`config.mk`:
```
export PLATFORM = sky130hd
export DESIGN_NAME = snake_target_generator
export DESIGN_NICKNAME = d
export VERILOG_FILES = /design/src/rtl/snake_pkg.sv /design/src/rtl/lfsr_gen.sv /design/src/rtl/snake_target_generator.sv
export SDC_FILE = /design/constraint.sdc
export NUM_CORES = 1
export LEC_CHECK = 0
export CORE_MARGIN = 2
export CORE_UTILIZATION = 45
export DETAILED_ROUTE_END_ITERATION = 6
export HOLD_SLACK_MARGIN = 0.08
export PLACE_DENSITY = 0.72
export SLEW_MARGIN = 20
export SYNTH_ARGS = -nofsm -noshare
export SYNTH_HDL_FRONTEND = slang
export SYNTH_HIERARCHICAL = 1
export SYNTH_SLANG_ARGS = --single-unit
```
`constraint.sdc`:
```
create_clock -name CLK -period 1.37 [get_ports CLK]
set_input_delay 0.274 -clock CLK [delete_from_list [all_inputs] [get_ports CLK]]
set_output_delay 0.274 -clock CLK [all_outputs]
set_load 0.005 [all_outputs]
```
`src/rtl/snake_pkg.sv`:
```
// Shared definitions for the snake target generator: coordinate widths,
// default grid limits, play-state encodings and the target FSM encoding.
package snake_pkg;

  localparam int XW = 8;
  localparam int YW = 7;

  localparam logic [XW-1:0] MAX_X_DEF = 8'd159;
  localparam logic [YW-1:0] MAX_Y_DEF = 7'd119;

  typedef enum logic [1:0] {
    PS_START = 2'b00,
    PS_PLAY  = 2'b01,
    PS_WIN   = 2'b10,
    PS_LOSE  = 2'b11
  } play_state_e;

  typedef enum logic {
    ST_HOLD   = 1'b0,
    ST_SEARCH = 1'b1
  } tgt_state_e;

endpackage

```
`src/rtl/lfsr_gen.sv`:
```
// Free-running Fibonacci LFSR. Shifts left every clock; the new LSB is the
// XOR of the bits selected by TapMask. A nonzero seed keeps it off zero.
module lfsr_gen
  import snake_pkg::*;
#(
  parameter int               Width   = XW,
  parameter logic [Width-1:0] TapMask = 8'hB8,
  parameter logic [Width-1:0] Seed    = 8'hB5
) (
  input  logic             CLK,
  input  logic             RESET,
  output logic [Width-1:0] Value
);

  logic [Width-1:0] lfsr_q;
  logic [Width-1:0] lfsr_d;

  // Next LFSR value: shift left and feed the tap parity into bit 0.
  always_comb begin
    lfsr_d = {lfsr_q[Width-2:0], ^(lfsr_q & TapMask)};
  end

  // LFSR register, returns to the seed on reset.
  always_ff @(posedge CLK or posedge RESET) begin
    if (RESET) begin
      lfsr_q <= Seed;
    end else begin
      lfsr_q <= lfsr_d;
    end
  end

  assign Value = lfsr_q;

endmodule

```
`src/rtl/snake_target_generator.sv`:
```
// Fruit target generator for the snake game. Holds a live target, and on a
// Reached_Target pulse during play draws a new one from two LFSRs, rejecting
// draws that fall outside the grid. Also keeps the saturating score and win flag.
module snake_target_generator
  import snake_pkg::*;
#(
  parameter logic [XW-1:0] MaxX     = MAX_X_DEF,
  parameter logic [YW-1:0] MaxY     = MAX_Y_DEF,
  parameter logic [XW-1:0] InitX    = 8'd100,
  parameter logic [YW-1:0] InitY    = 7'd60,
  parameter logic [XW-1:0] SeedX    = 8'hB5,
  parameter logic [YW-1:0] SeedY    = 7'h2A,
  parameter logic [7:0]    WinScore = 8'd10
) (
  input  logic          CLK,
  input  logic          RESET,
  input  logic          Reached_Target,
  input  logic [1:0]    Play_State,
  output logic [XW-1:0] Random_Target_X,
  output logic [YW-1:0] Random_Target_Y,
  output logic          Target_Valid,
  output logic [7:0]    Score,
  output logic          Win
);

  logic [XW-1:0] lfsr_x;
  logic [YW-1:0] lfsr_y;
  logic          draw_ok;

  tgt_state_e    state_q, state_d;
  logic [XW-1:0] x_q, x_d;
  logic [YW-1:0] y_q, y_d;
  logic [7:0]    score_q, score_d;

  // x^8+x^6+x^5+x^4+1 -> taps on bits 7,5,4,3.
  lfsr_gen #(
    .Width  (XW),
    .TapMask(8'hB8),
    .Seed   (SeedX)
  ) u_lfsr_x (
    .CLK  (CLK),
    .RESET(RESET),
    .Value(lfsr_x)
  );

  // x^7+x^6+1 -> taps on bits 6,5.
  lfsr_gen #(
    .Width  (YW),
    .TapMask(7'h60),
    .Seed   (SeedY)
  ) u_lfsr_y (
    .CLK  (CLK),
    .RESET(RESET),
    .Value(lfsr_y)
  );

  assign draw_ok = (lfsr_x <= MaxX) && (lfsr_y <= MaxY);

  // Next-state logic: start state clears everything, otherwise HOLD waits for
  // a scoring pulse and SEARCH latches the first in-range LFSR draw.
  always_comb begin
    state_d = state_q;
    x_d     = x_q;
    y_d     = y_q;
    score_d = score_q;
    if (Play_State == PS_START) begin
      state_d = ST_HOLD;
      x_d     = InitX;
      y_d     = InitY;
      score_d = '0;
    end else begin
      case (state_q)
        ST_HOLD: begin
          if (Reached_Target && (Play_State == PS_PLAY)) begin
            state_d = ST_SEARCH;
            if (score_q < WinScore) begin
              score_d = score_q + 8'd1;
            end
          end
        end
        ST_SEARCH: begin
          if (draw_ok) begin
            x_d     = lfsr_x;
            y_d     = lfsr_y;
            state_d = ST_HOLD;
          end
        end
        default: state_d = ST_HOLD;
      endcase
    end
  end

  // State, target and score registers with asynchronous reset to the init target.
  always_ff @(posedge CLK or posedge RESET) begin
    if (RESET) begin
      state_q <= ST_HOLD;
      x_q     <= InitX;
      y_q     <= InitY;
      score_q <= '0;
    end else begin
      state_q <= state_d;
      x_q     <= x_d;
      y_q     <= y_d;
      score_q <= score_d;
    end
  end

  assign Random_Target_X = x_q;
  assign Random_Target_Y = y_q;
  assign Target_Valid    = (state_q == ST_HOLD);
  assign Score           = score_q;
  assign Win             = (score_q == WinScore);

endmodule

```
Word level (Yosys, flattened, before mapping)
Cells that the tools add are included.
{"block": "word_totals", "regBits": 39, "in_bits": 5, "output_inout_bits": 25}
{"block": "op_classes", "n_reduce_logical": 11, "mux": 14, "n_eq_ne": 3, "n_lt_le_gt_ge": 3, "bitwise": 1, "addsub": 1}
{"operator": "two-way mux 8 bit", "n": 7}
{"operator": "two-way mux 7 bit", "n": 3}
{"operator": "adder 8 x 1 -> 8 bit, second input constant", "n": 1}
{"operator": "equality test 8 x 4 -> 1 bit, second input constant", "n": 1}
{"operator": "less-or-equal comparator 8 bit, second input constant", "n": 1}
{"operator": "< comparator 8 x 4 -> 1 bit, second input constant", "n": 1}
{"operator": "nonzero test 2 bit", "n": 4}
{"operator": "XOR reduction 8 bit", "n": 1}
{"operator": "less-or-equal comparator 7 bit, second input constant", "n": 1}
{"operator": "XOR reduction 7 bit", "n": 1}
{"operator": "two-way mux 1 bit", "n": 3}
{"operator": "AND reduction 3 bit", "n": 1}
{"operator": "equality test 2 x 1 -> 1 bit, second input constant", "n": 1}
{"operator": "logical AND 1 bit", "n": 2}
{"operator": "logical NOT 2 bit", "n": 1}
{"operator": "inequality test 2 x 1 -> 1 bit, second input constant", "n": 1}
{"operator": "case mux 1 bit (2 select lines)", "n": 1}
{"operator": "AND reduction 2 bit", "n": 1}
{"operator": "inverter 1 bit", "n": 1}

Longest topological paths before layout
Gate-level depths: netlist (run 1).
{"block": "depth", "depth_word": 5, "depth_mapped": 6}

Hierarchy
The synthesis (run 1) kept the hierarchy.
{"module": "snake_target_generator", "instances": 1, "area_per_inst_um2": 1192.4, "seq_area_each_um2": 609.3, "cells_each": 113}
{"module": "lfsr_gen (u_lfsr_x)", "instances": 1, "area_per_inst_um2": 289.0, "seq_area_each_um2": 206.4, "cells_each": 19}
{"module": "lfsr_gen (u_lfsr_y)", "instances": 1, "area_per_inst_um2": 236.5, "seq_area_each_um2": 178.9, "cells_each": 15}

Worst setup path before layout (run 1)
Ideal clock, no wire load.
{"block": "synth_path", "kind": "register -> register", "startpoint": "reg u_lfsr_x.lfsr_q[6] (netlist: u_lfsr_x/Value[6])", "endpoint": "reg x_q[2] (netlist: Random_Target_X[2])", "setup_ns": 0.075, "path_stages_with_launch": 6, "synth_period_minus_slack_ns": 1.458, "slack_ns": -0.088, "arrival_ns": 1.383, "required_ns": 1.295, "path_buffers": 2, "path_cell_list": "dfrtp_1 -> buf_4 -> o21a_1 -> buf_6 -> nor3_4 -> mux2i_1"}
{"block": "synth_between", "elab_chain_len": 4}
{"element": "from (decl)", "line": "lfsr_gen.sv:15", "text": "logic [Width-1:0] lfsr_q;"}
{"element": "from (signal assigned)", "line": "lfsr_gen.sv:28", "text": "lfsr_q <= lfsr_d;"}
{"element": "less-or-equal comparator 8 bit", "line": "snake_target_generator.sv:57", "text": "assign draw_ok = (lfsr_x <= MaxX) && (lfsr_y <= MaxY);"}
{"element": "logical AND 1 bit", "line": "snake_target_generator.sv:57"}
{"element": "nonzero test 2 bit (no source line)"}
{"element": "AND reduction 2 bit (no source line)"}
{"element": "to (signal assigned)", "line": "snake_target_generator.sv:97", "text": "x_q <= InitX;"}
{"element": "to (decl)", "line": "snake_target_generator.sv:31", "text": "logic [XW-1:0] x_q, x_d;"}
Every way passes these cells.
A chain may end at the register's enable or synchronous reset.

Worst setup path after layout (run 1)
{"block": "layout_path", "startpoint": "reg score_q[4] (netlist: Score[4])", "endpoint": "out Win"}
{"block": "layout_between", "elab_chain_len": 1}
{"element": "from (decl)", "line": "snake_target_generator.sv:33", "text": "logic [7:0] score_q, score_d;"}
{"element": "from (signal assigned)", "line": "snake_target_generator.sv:104", "text": "score_q <= score_d;"}
{"element": "equality test 8 x 4 -> 1 bit", "line": "snake_target_generator.sv:112", "text": "assign Win = (score_q == WinScore);"}
{"element": "to (decl)", "line": "snake_target_generator.sv:23", "text": "output logic Win"}
Every way passes these cells.

==> results of run 1 <==
## path summary, 6_finish.rpt
kind                                         from                  to  slack, ns  cells after the start
worst max-delay path                     Score[4]                 Win      -0.27                      3
worst max register to register  u_lfsr_x/Value[5]  Random_Target_Y[4]       0.03                      4
worst min register to register  u_lfsr_x/Value[4]   u_lfsr_x/Value[5]       0.39                      0
worst min-delay path                        RESET   u_lfsr_y/Value[2]       0.28                      2
max in group asynchronous                   RESET  Random_Target_X[2]       0.63                      3
min in group CLK                u_lfsr_x/Value[4]   u_lfsr_x/Value[5]       0.39                      0
## repair_timing
action / 4_1_cts / 5_1_grt
hold buffers: 0 / 0
gates resized for setup: 38 / 13
gates cloned: 0 / 0
buffers inserted: 8 / 3
pin swaps: 4 / 4
endpoints found under the setup margin: 29 / 19
## layer usage
metal	track usage (%)	part of all wire [%]	vias to the layer above
met3	5.79	4.8	7
met1	24.9	44	616
met5	0	0	-
met2	30.3	50	44
met4	4.43	1.4	0
li1	-	-	602
## state kept, by name, indices dropped and copies added, names as in the netlist
signal and flops:
Random_Target_X 8, state_q 1, u_lfsr_y/Value 7, Random_Target_Y 7, Score 8, u_lfsr_x/Value 8
## cell usage in the layout, fill, tap and decap left out, types with 2 or more instances in the layout
| cell | Yosys | final |
|---|---|---|
| buf_4 | 15 | 26 |
| xnor2_1 | 2 | 2 |
| xor2_1 | 2 | 2 |
| clkdlybuf4s15_1 | 0 | 6 |
| o21ai_0 | 6 | 5 |
| clkdlybuf4s50_1 | 0 | 3 |
| clkbuf_8 | 0 | 5 |
| o21ai_1 | 2 | 3 |
| dfrtp_1 | 24 | 23 |
| inv_1 | 4 | 4 |
| clkbuf_1 | 2 | 2 |
| a21oi_1 | 8 | 8 |
| and4b_1 | 2 | 2 |
| mux2i_1 | 10 | 9 |
| nor2_1 | 15 | 15 |
| nor2b_1 | 4 | 4 |
| buf_6 | 1 | 6 |
| buf_12 | 0 | 2 |
| dfstp_2 | 15 | 15 |
| dlygate4sd2_1 | 0 | 18 |
| nand4_1 | 10 | 10 |
| o31ai_1 | 8 | 8 |
| or2_1 | 2 | 2 |
## stage by stage
step,cells,utilization (%)
after floorplan,147,-
after global placement,227,58.1
after detailed placement,227,58.1
after CTS,242,61.7
after global routing,245,63.5
final,245,63.5
## cell families after synthesis
group	count (synthesis)	synth area share, %
flip-flops	39	57.9
AND/OR/NAND/NOR	39	13.3
multiplexers	10	5.83
AO/OA/AOI/OAI	27	9.54
buffers and inverters	26	9.91
XOR/XNOR	4	2.04
adder cells (fa/ha/maj)	2	1.46
## power by group through the flow
stage | Sequential [mW] | Combinational, mW | Clock, mW
floorplan | 1.32 | 0.176 | 0
global placement | 1.32 | 0.413 | 0
detailed placement | 1.32 | 0.418 | 0
CTS | 1.30 | 0.390 | 0.752
global route | 1.31 | 0.450 | 0.817
finish | 1.30 | 0.411 | 0.736
## worst max-delay path, delay by kind of cell (launching register included)
kind / cells / cell delay (ns)
and+or+nand+nor: 2 / 0.55
buffers and inverters: 1 / 0.12
DFF: 1 / 0.41
## area by class of cell
class | count | area share, %
Tap cell | 48 | 2.58
Sequential cell | 39 | 42.8
Clock inverter | 1 | 0.215
Inverter | 5 | 1.02
Multi-Input combinational cell | 82 | 25.6
Timing Repair Buffer | 63 | 24.4
Clock buffer | 7 | 3.28
==> summary.md, run 1 <==
| Metric | Value |
|---|---|
| YS warnings | `6` |
| P per Cell Area | `1050 nW/um^2` |
| GRT Resource Usage Total | `18.8%` |
| Clock skew | `0.00620 ns` |
| Cell area after layout | `2320 um^2` |
| Top-count cell post-synth | `dfrtp_1` |
| Fin crit period | `1.64 ns` |
| Worst Path Max Fanout | `2` |
| Post-synth top area cell | `dfrtp_1` |
| Die width | `65.8 um` |
| CTS H-tree depth | `2` |
| Synth top area share | `35.0%` |
| Vias per std cell | `5.18` |
| Nets | `203` |
| Fillers | `270` |
| CP max stage delay | `0.41 ns` |
| Setup TNS Final | `-0.274 ns` |
| Port Buffers | `29` |
| Via count | `1269` |
| Post-Syn Area | `1720 um^2` |
| CP Data Required Time | `1.10 ns` |
| Distinct cells, synth | `30` |
| Int Power | `1.83 mW` |
| Post-route DRC violation count | `0` |
| Final setup fails | `1` |
| Slew Limit Fails | `0` |
| Clock transition at path regs | `0.07 ns` |
| Fin. Hold Viols | `0` |
| GRT overflow | `0` |
| CTS tree | `done` |
| Failing checks | `negative setup slack` |
| Area occupied by multi-input gates | `596 um^2` |
| Bufs on Longest Clock Path | `2` |
| Initial Util | `46.9%` |
| Syn avg cell area | `11.7 um^2` |
| Max Cap Violations | `0` |
| Comb pwr share | `16.8%` |
| Vias in the first global route | `1244` |
| Initial antenna violation count | `0` |
| Top_reg_cell synth | `dfrtp_1` |
| CP Launch Type | `flip-flop` |
| Sequential fraction of the synthesis area | `57.9%` |
| Clock Power Share | `30.1%` |
| Worst slew margin | `76.3%` |
| Psw | `0.614 mW` |
| Mapped Cells | `147` |
| Sequential power share | `53.1%` |
| Die Ht | `65.8 um` |
| Slowest stage cell on the critical path | `dfrtp_1` |
| Largest net degree at the start of global routing | `20` |
| First-pass GRT wire length | `6090 um` |
| Post-DR wirelength/cell | `15.3 um` |
| Row count | `22` |
| Syn Nets | `154` |
| Placement Setup Slack | `-0.491 ns` |
| HPWL after DPL | `2500 um` |
| Critical path class | `reg -> out` |
| Fraction of final layout cells with drive strength greater than 1 | `33.0%` |
| Antenna cell count | `0` |
| Core area | `3660 um^2` |
| Post-synth EDFFs | `0` |
| P_leak | `1.14 nW` |
| Clock Sinks | `39` |
| Clock root buffer master | `clkbuf_8` |
| Sw frac | `25.1%` |
| I/O pins | `30` |
| Pre-antenna DRT Iters | `4` |
| Synth top area cells | `dfrtp_1 (35%), dfstp_2 (23%), buf_4 (6.6%)` |
| Area grow syn2layout | `35.3%` |
| Overall power consumption | `2.45 mW` |
| Critical path, cell by cell | `nor4_4 > and4b_1 > buf_2` |
| CTS buffer count | `5` |
| Post-DP Area | `2130 um^2` |
| Final worst slack | `-0.274 ns` |
| FF+latch count, synth | `39` |
| Fmax | `0.608 GHz` |
| Hold Slack | `0.284 ns` |
| Asr flop ratio synth | `100%` |
| Die ar. | `4330 um^2` |
| Worst hold path type | `in -> async` |
| Worst Setup End Kind | `primary output` |
| Worst EP arrival | `1.37 ns` |
| Post-synth top cells | `dfrtp_1 (24), buf_4 (15), dfstp_2 (15), nor2_1 (15)` |
| WL final | `3750 um` |
| Fin crit share | `120%` |
| Clock latency on the worst-skew pair | `0.29 ns` |
| Outcome | `complete, but fails checks` |
| Worst Max-Slew Pin Slew | `0.354 ns` |
| Reg area | `996 um^2` |
| Worst vdd ir | `0.776 mV` |
| Iter 0 DRT Violations | `96` |
| Routability cong. | `0.821` |
| RSZ-0062 raised after global routing | `yes` |
| Final ANT Viol Nets | `0` |
No activity file was read; power rests on OpenSTA's default activity.
==> inputs of run 2 (changes only) <==
--- a/config.mk
+++ b/config.mk
@@ -10,7 +10,8 @@
 export DETAILED_ROUTE_END_ITERATION = 6
 export HOLD_SLACK_MARGIN = 0.08
 export PLACE_DENSITY = 0.72
-export SLEW_MARGIN = 20
+export REMOVE_ABC_BUFFERS = 1
+export SLEW_MARGIN = 30
 export SYNTH_ARGS = -nofsm -noshare
 export SYNTH_HDL_FRONTEND = slang
 export SYNTH_HIERARCHICAL = 1
==> run 2 against run 1 <==
The run still ends with negative setup slack left. Global-route usage down 0.50 points. Power down 1.3%. Sequential share of layout area up 1.3 points. Non-clock buffer count down 2. Sequential power about the same. Clock-buffer cell count unchanged. Clock power down 2%.
==> summary.md, run 2 (synthesis results as in run 1) <==
| Metric | Value |
|---|---|
| Row count | `22` |
| Most common cell after layout, fill and taps aside | `buf_4` |
| R2r setup slk | `0.06 ns` |
| CTS buffer count | `5` |
| Final worst slack | `-0.209 ns` |
| Worst Path Max Fanout | `2` |
| Initial Util | `46.9%` |
| Cells after DPL | `229` |
| Finished Core Util | `61.6%` |
| RR Endpoint | `Score[1]` |
| Post-DP Area | `2120 um^2` |
| I/O pins | `30` |
| Fin crit period | `1.58 ns` |
| Core area | `3660 um^2` |
| Most frequent cells in the layout | `buf_4 (30), dfrtp_1 (23), dlygate4sd2_1 (17)` |
| Fin. Hold Viols | `0` |
| R2R Path Start | `state_q` |
| Max Cap Violations | `0` |
| GRT overflow | `0` |
| Fin crit share | `115%` |
| Clock transition at path regs | `0.07 ns` |
| Area grow syn2layout | `31.2%` |
| Nets | `201` |
| Cell area after layout | `2250 um^2` |
| Post-Layout Cell Count | `243` |
| P_leak | `1.10 nW` |
| Final ANT Viol Nets | `0` |
| WL final | `3560 um` |
| Iter 0 DRT Violations | `84` |
| Worst Max-Slew Pin Slew | `0.306 ns` |
| Bufs on Longest Clock Path | `2` |
| CTS tree | `done` |
| RSZ-0062 raised after global routing | `yes` |
| Die ar. | `4330 um^2` |
| Failing checks | `negative setup slack` |
| Hold buffers post-CTS | `0` |
| Initial antenna violation count | `0` |
| Post-DR wirelength/cell | `14.7 um` |
| P per Cell Area | `1070 nW/um^2` |
| Placement Setup Slack | `-0.362 ns` |
| Setup TNS Final | `-0.209 ns` |
| Final setup fails | `1` |
| Worst hold path type | `in -> async` |
| CP Launch Type | `flip-flop` |
| Vias in the first global route | `1277` |
| Antenna cell count | `0` |
| CP Data Required Time | `1.10 ns` |
| Fraction of final layout cells with drive strength greater than 1 | `32.3%` |
| Worst slew margin | `79.4%` |
| Outcome | `complete, but fails checks` |
| Worst vdd ir | `0.761 mV` |
| Post-route DRC violation count | `0` |
| Critical path class | `reg -> out` |
| HPWL after DPL | `2580 um` |
| CP max stage delay | `0.39 ns` |
| Slowest stage cell on the critical path | `dfrtp_1` |
| Slew Limit Fails | `0` |
| CTS H-tree depth | `2` |
| Via count | `1234` |
| Pre-antenna DRT Iters | `4` |
| Clock Sinks | `39` |
| First-pass GRT wire length | `5820 um` |
| Die Ht | `65.8 um` |
| Port Buffers | `29` |
| Clock root buffer master | `clkbuf_8` |
| Reg2Reg Depth | `4` |
| Critical path, cell by cell | `nor4_2 > and4b_1 > buf_2` |
| Routability cong. | `0.834` |
| GRT Resource Usage Total | `18.3%` |
| Clock latency on the worst-skew pair | `0.28 ns` |
| Worst EP arrival | `1.31 ns` |
| Die width | `65.8 um` |
| Fmax | `0.633 GHz` |
| Clock skew | `0.00482 ns` |
| Worst Setup End Kind | `primary output` |
| Largest net degree at the start of global routing | `16` |
| Vias per std cell | `5.08` |
[run 2: power by group]
part | internal (mW) | switching [mW]
clock network | 0.357 | 0.364
registers | 1.26 | 0.0400
logic | 0.206 | 0.189
[run 2: stage by stage]
step | power (mW) | hold slack, ns
floorplan | 1.48 | 0.0752
global placement | 1.71 | 0.362
detailed placement | 1.72 | 0.368
CTS | 2.42 | 0.318
global route | 2.55 | 0.326
finish | 2.42 | 0.309
[run 2: how the worst max path moves through the flow]
stage | start | endpoint | depth (start not counted)
finish | Score[7] | Win | 3
global route | Score[7] | Win | 3
CTS | Score[7] | Win | 3
detailed placement | Score[4] | Win | 3
global placement | Score[4] | Win | 3
floorplan | Play_State[0] | Score[1] | 3
[run 2: cell type report]
class                   count  area, um^2
fillers                   311        1410
flip-flops and latches     39         996
multi-input cells          82         587
repair buffers             61         507
clock buffers               7        76.3
well taps                  48        60.1
inverters                   5        23.8
clock inverters             1        5.00
[run 2: metal layers]
layer | GRT usage, % | share of wire [%] | up-vias
met2 | 31.1 | 52 | 27
met3 | 5.11 | 3.6 | 2
li1 | - | - | 602
met5 | 0 | 0 | -
met1 | 22.0 | 43 | 603
met4 | 7.03 | 0.87 | 0
[run 2: timing repair]
item,4_1_cts,5_1_grt
endpoints found under the setup margin,32,15
gates cloned,0,0
pin swaps,3,1
gates resized for setup,31,15
buffers inserted,4,2
[run 2: critical path: cells and delay by family (launching register included)]
kind                   cells  cell delay (ns)
buffers and inverters      1             0.11
AND/OR/NAND/NOR            2             0.52
flip-flops                 1             0.39
==> inputs of run 3 (changes only) <==
--- a/config.mk
+++ b/config.mk
@@ -6,10 +6,10 @@
 export NUM_CORES = 1
 export LEC_CHECK = 0
 export CORE_MARGIN = 2
-export CORE_UTILIZATION = 45
+export CORE_UTILIZATION = 32
 export DETAILED_ROUTE_END_ITERATION = 6
 export HOLD_SLACK_MARGIN = 0.08
-export PLACE_DENSITY = 0.72
+export PLACE_DENSITY = 0.66
 export REMOVE_ABC_BUFFERS = 1
 export SLEW_MARGIN = 30
 export SYNTH_ARGS = -nofsm -noshare
==> run 3 against run 2 <==
Largest power group unchanged. Die area increased by 38%. Setup slack worse by 0.037 ns. Flip-flop and latch count is the same. Maximum frequency down 2.3%. The flow still finishes with violations (negative setup slack). Largest cell class unchanged.
==> summary.md, run 3 (synthesis results as in run 1) <==
| Metric | Value |
|---|---|
| Fin crit share | `118%` |
| CP Data Required Time | `1.10 ns` |
| Comb pwr share | `16.4%` |
| Post-DR wirelength/cell | `13.9 um` |
| Fraction of final layout cells with drive strength greater than 1 | `33.3%` |
| Worst Max-Slew Pin Slew | `0.327 ns` |
| Row count | `26` |
| Routability cong. | `0.753` |
| Clock skew | `0.00847 ns` |
| Max Cap Violations | `0` |
| Sequential power share | `53.1%` |
| Fmax | `0.619 GHz` |
| Antenna cell count | `0` |
| Die width | `77.3 um` |
| Final ANT Viol Nets | `0` |
| Outcome | `complete, but fails checks` |
| Critical path class | `reg -> out` |
| Bufs on Longest Clock Path | `2` |
| P per Cell Area | `1040 nW/um^2` |
| Most common cell after layout, fill and taps aside | `buf_4` |
| Core area | `5140 um^2` |
| Worst Setup End Kind | `primary output` |
| Iter 0 DRT Violations | `66` |
| Worst vdd ir | `0.509 mV` |
| Nets | `201` |
| P_leak | `1.12 nW` |
| Post-Layout Cell Count | `265` |
| Fin. Hold Viols | `0` |
| Die Ht | `77.3 um` |
| Int Power | `1.82 mW` |
| RSZ-0062 raised after global routing | `yes` |
| Worst hold path type | `in -> async` |
| Clock latency on the worst-skew pair | `0.29 ns` |
| Global Route met2 Usage | `21.7%` |
| First-pass GRT wire length | `6110 um` |
| I/O pins | `30` |
| Worst slew margin | `78.1%` |
| Clock transition at path regs | `0.08 ns` |
| Failing checks | `negative setup slack` |
| Initial Util | `33.4%` |
| Area grow syn2layout | `36.1%` |
| CP Launch Type | `flip-flop` |
| GR Util met1 | `16.0%` |
| Final setup fails | `1` |
| Pre-antenna DRT Iters | `4` |
| Final worst slack | `-0.246 ns` |
| Worst EP arrival | `1.34 ns` |
| Clock Sinks | `39` |
| Post-route DRC violation count | `0` |
| Port Buffers | `29` |
| Fin crit period | `1.62 ns` |
| Via count | `1244` |
| Busiest grt layer | `met2` |
| Cells after DPL | `249` |
| Clock Power Share | `30.5%` |
| Initial antenna violation count | `0` |
| WL final | `3690 um` |
| Psw | `0.615 mW` |
| CTS buffer count | `5` |
| HPWL after DPL | `2440 um` |
| Slew Limit Fails | `0` |
| CTS H-tree depth | `2` |
| Most frequent cells in the layout | `buf_4 (25), dfrtp_1 (23), dfstp_2 (15), nor2_1 (15), dlygate4sd2_1 (15)` |
| Setup TNS Final | `-0.246 ns` |
| GRT Resource Usage Total | `13.3%` |
| Hold Slack | `0.286 ns` |
| GRT overflow | `0` |
| Sw frac | `25.2%` |
| Clock root buffer master | `clkbuf_8` |
| Vias per std cell | `4.69` |
| Largest net degree at the start of global routing | `25` |
| Vias in the first global route | `1268` |
| Die ar. | `5970 um^2` |
| Hold buffers post-CTS | `0` |
| Worst Path Max Fanout | `2` |
| Met3 Use GR | `3.53%` |
| CTS tree | `done` |
| Fillers | `518` |
==> run 3: path summary, 6_finish.rpt <==
check	start	endpoint	slack, ns	depth (start not counted)
max	Score[4]	Win	-0.25	3
min	RESET	u_lfsr_y/Value[4]	0.29	2
max reg2reg	state_q	Score[0]	0.09	4
min reg2reg	u_lfsr_x/Value[1]	u_lfsr_x/Value[2]	0.38	0
max in group asynchronous	RESET	Random_Target_Y[2]	0.74	3
min in group CLK	u_lfsr_x/Value[1]	u_lfsr_x/Value[2]	0.38	0
==> run 3: area by class of cell <==
class	count	area (um^2)	share of cell area [%]
Inverter	5	23.8	1.02
Sequential cell	39	996	42.6
Multi-Input combinational cell	82	611	26.1
Clock inverter	1	5.00	0.214
Timing Repair Buffer	61	538	23.0
Tap cell	70	87.6	3.75
Clock buffer	7	76.3	3.27
==> run 3: critical path, stage by stage (launching register included) <==
cell     delay (ns)
dfrtp_1        0.41
nor4_4         0.31
and4b_1        0.22
buf_2          0.11
==> run 3: repair_timing <==
action	in CTS	in global routing
buffers inserted	8	2
gates cloned	0	0
pin swaps	3	2
gates resized for setup	34	24
setup endpoints to repair	34	20
==> run 3: power by group through the flow <==
stage / clock network, mW / logic (mW) / registers [mW]
final: 0.744 / 0.399 / 1.30
after global routing: 0.823 / 0.434 / 1.30
after CTS: 0.774 / 0.386 / 1.29
after detailed placement: 0 / 0.405 / 1.32
after global placement: 0 / 0.400 / 1.32
after floorplan: 0 / 0.151 / 1.33
==> run 3: stage by stage <==
step	utilization (%)	worst slack, ns	instance area [um^2]	power [mW]
3_3_place_gp	41.7	-0.358	2140	1.72
3_5_place_dp	41.7	-0.383	2140	1.72
2_1_floorplan	-	-0.181	1570	1.48
6_report	45.5	-0.246	2340	2.44
5_1_grt	45.5	-0.308	2340	2.56
4_1_cts	44.3	-0.273	2280	2.45
==> run 3: layer usage <==
layer  share of wire [%]  up-vias
li1                    -      601
met1                  44      613
met2                  50       23
met3                 3.7        7
met4                 2.0        0
met5                   0        -
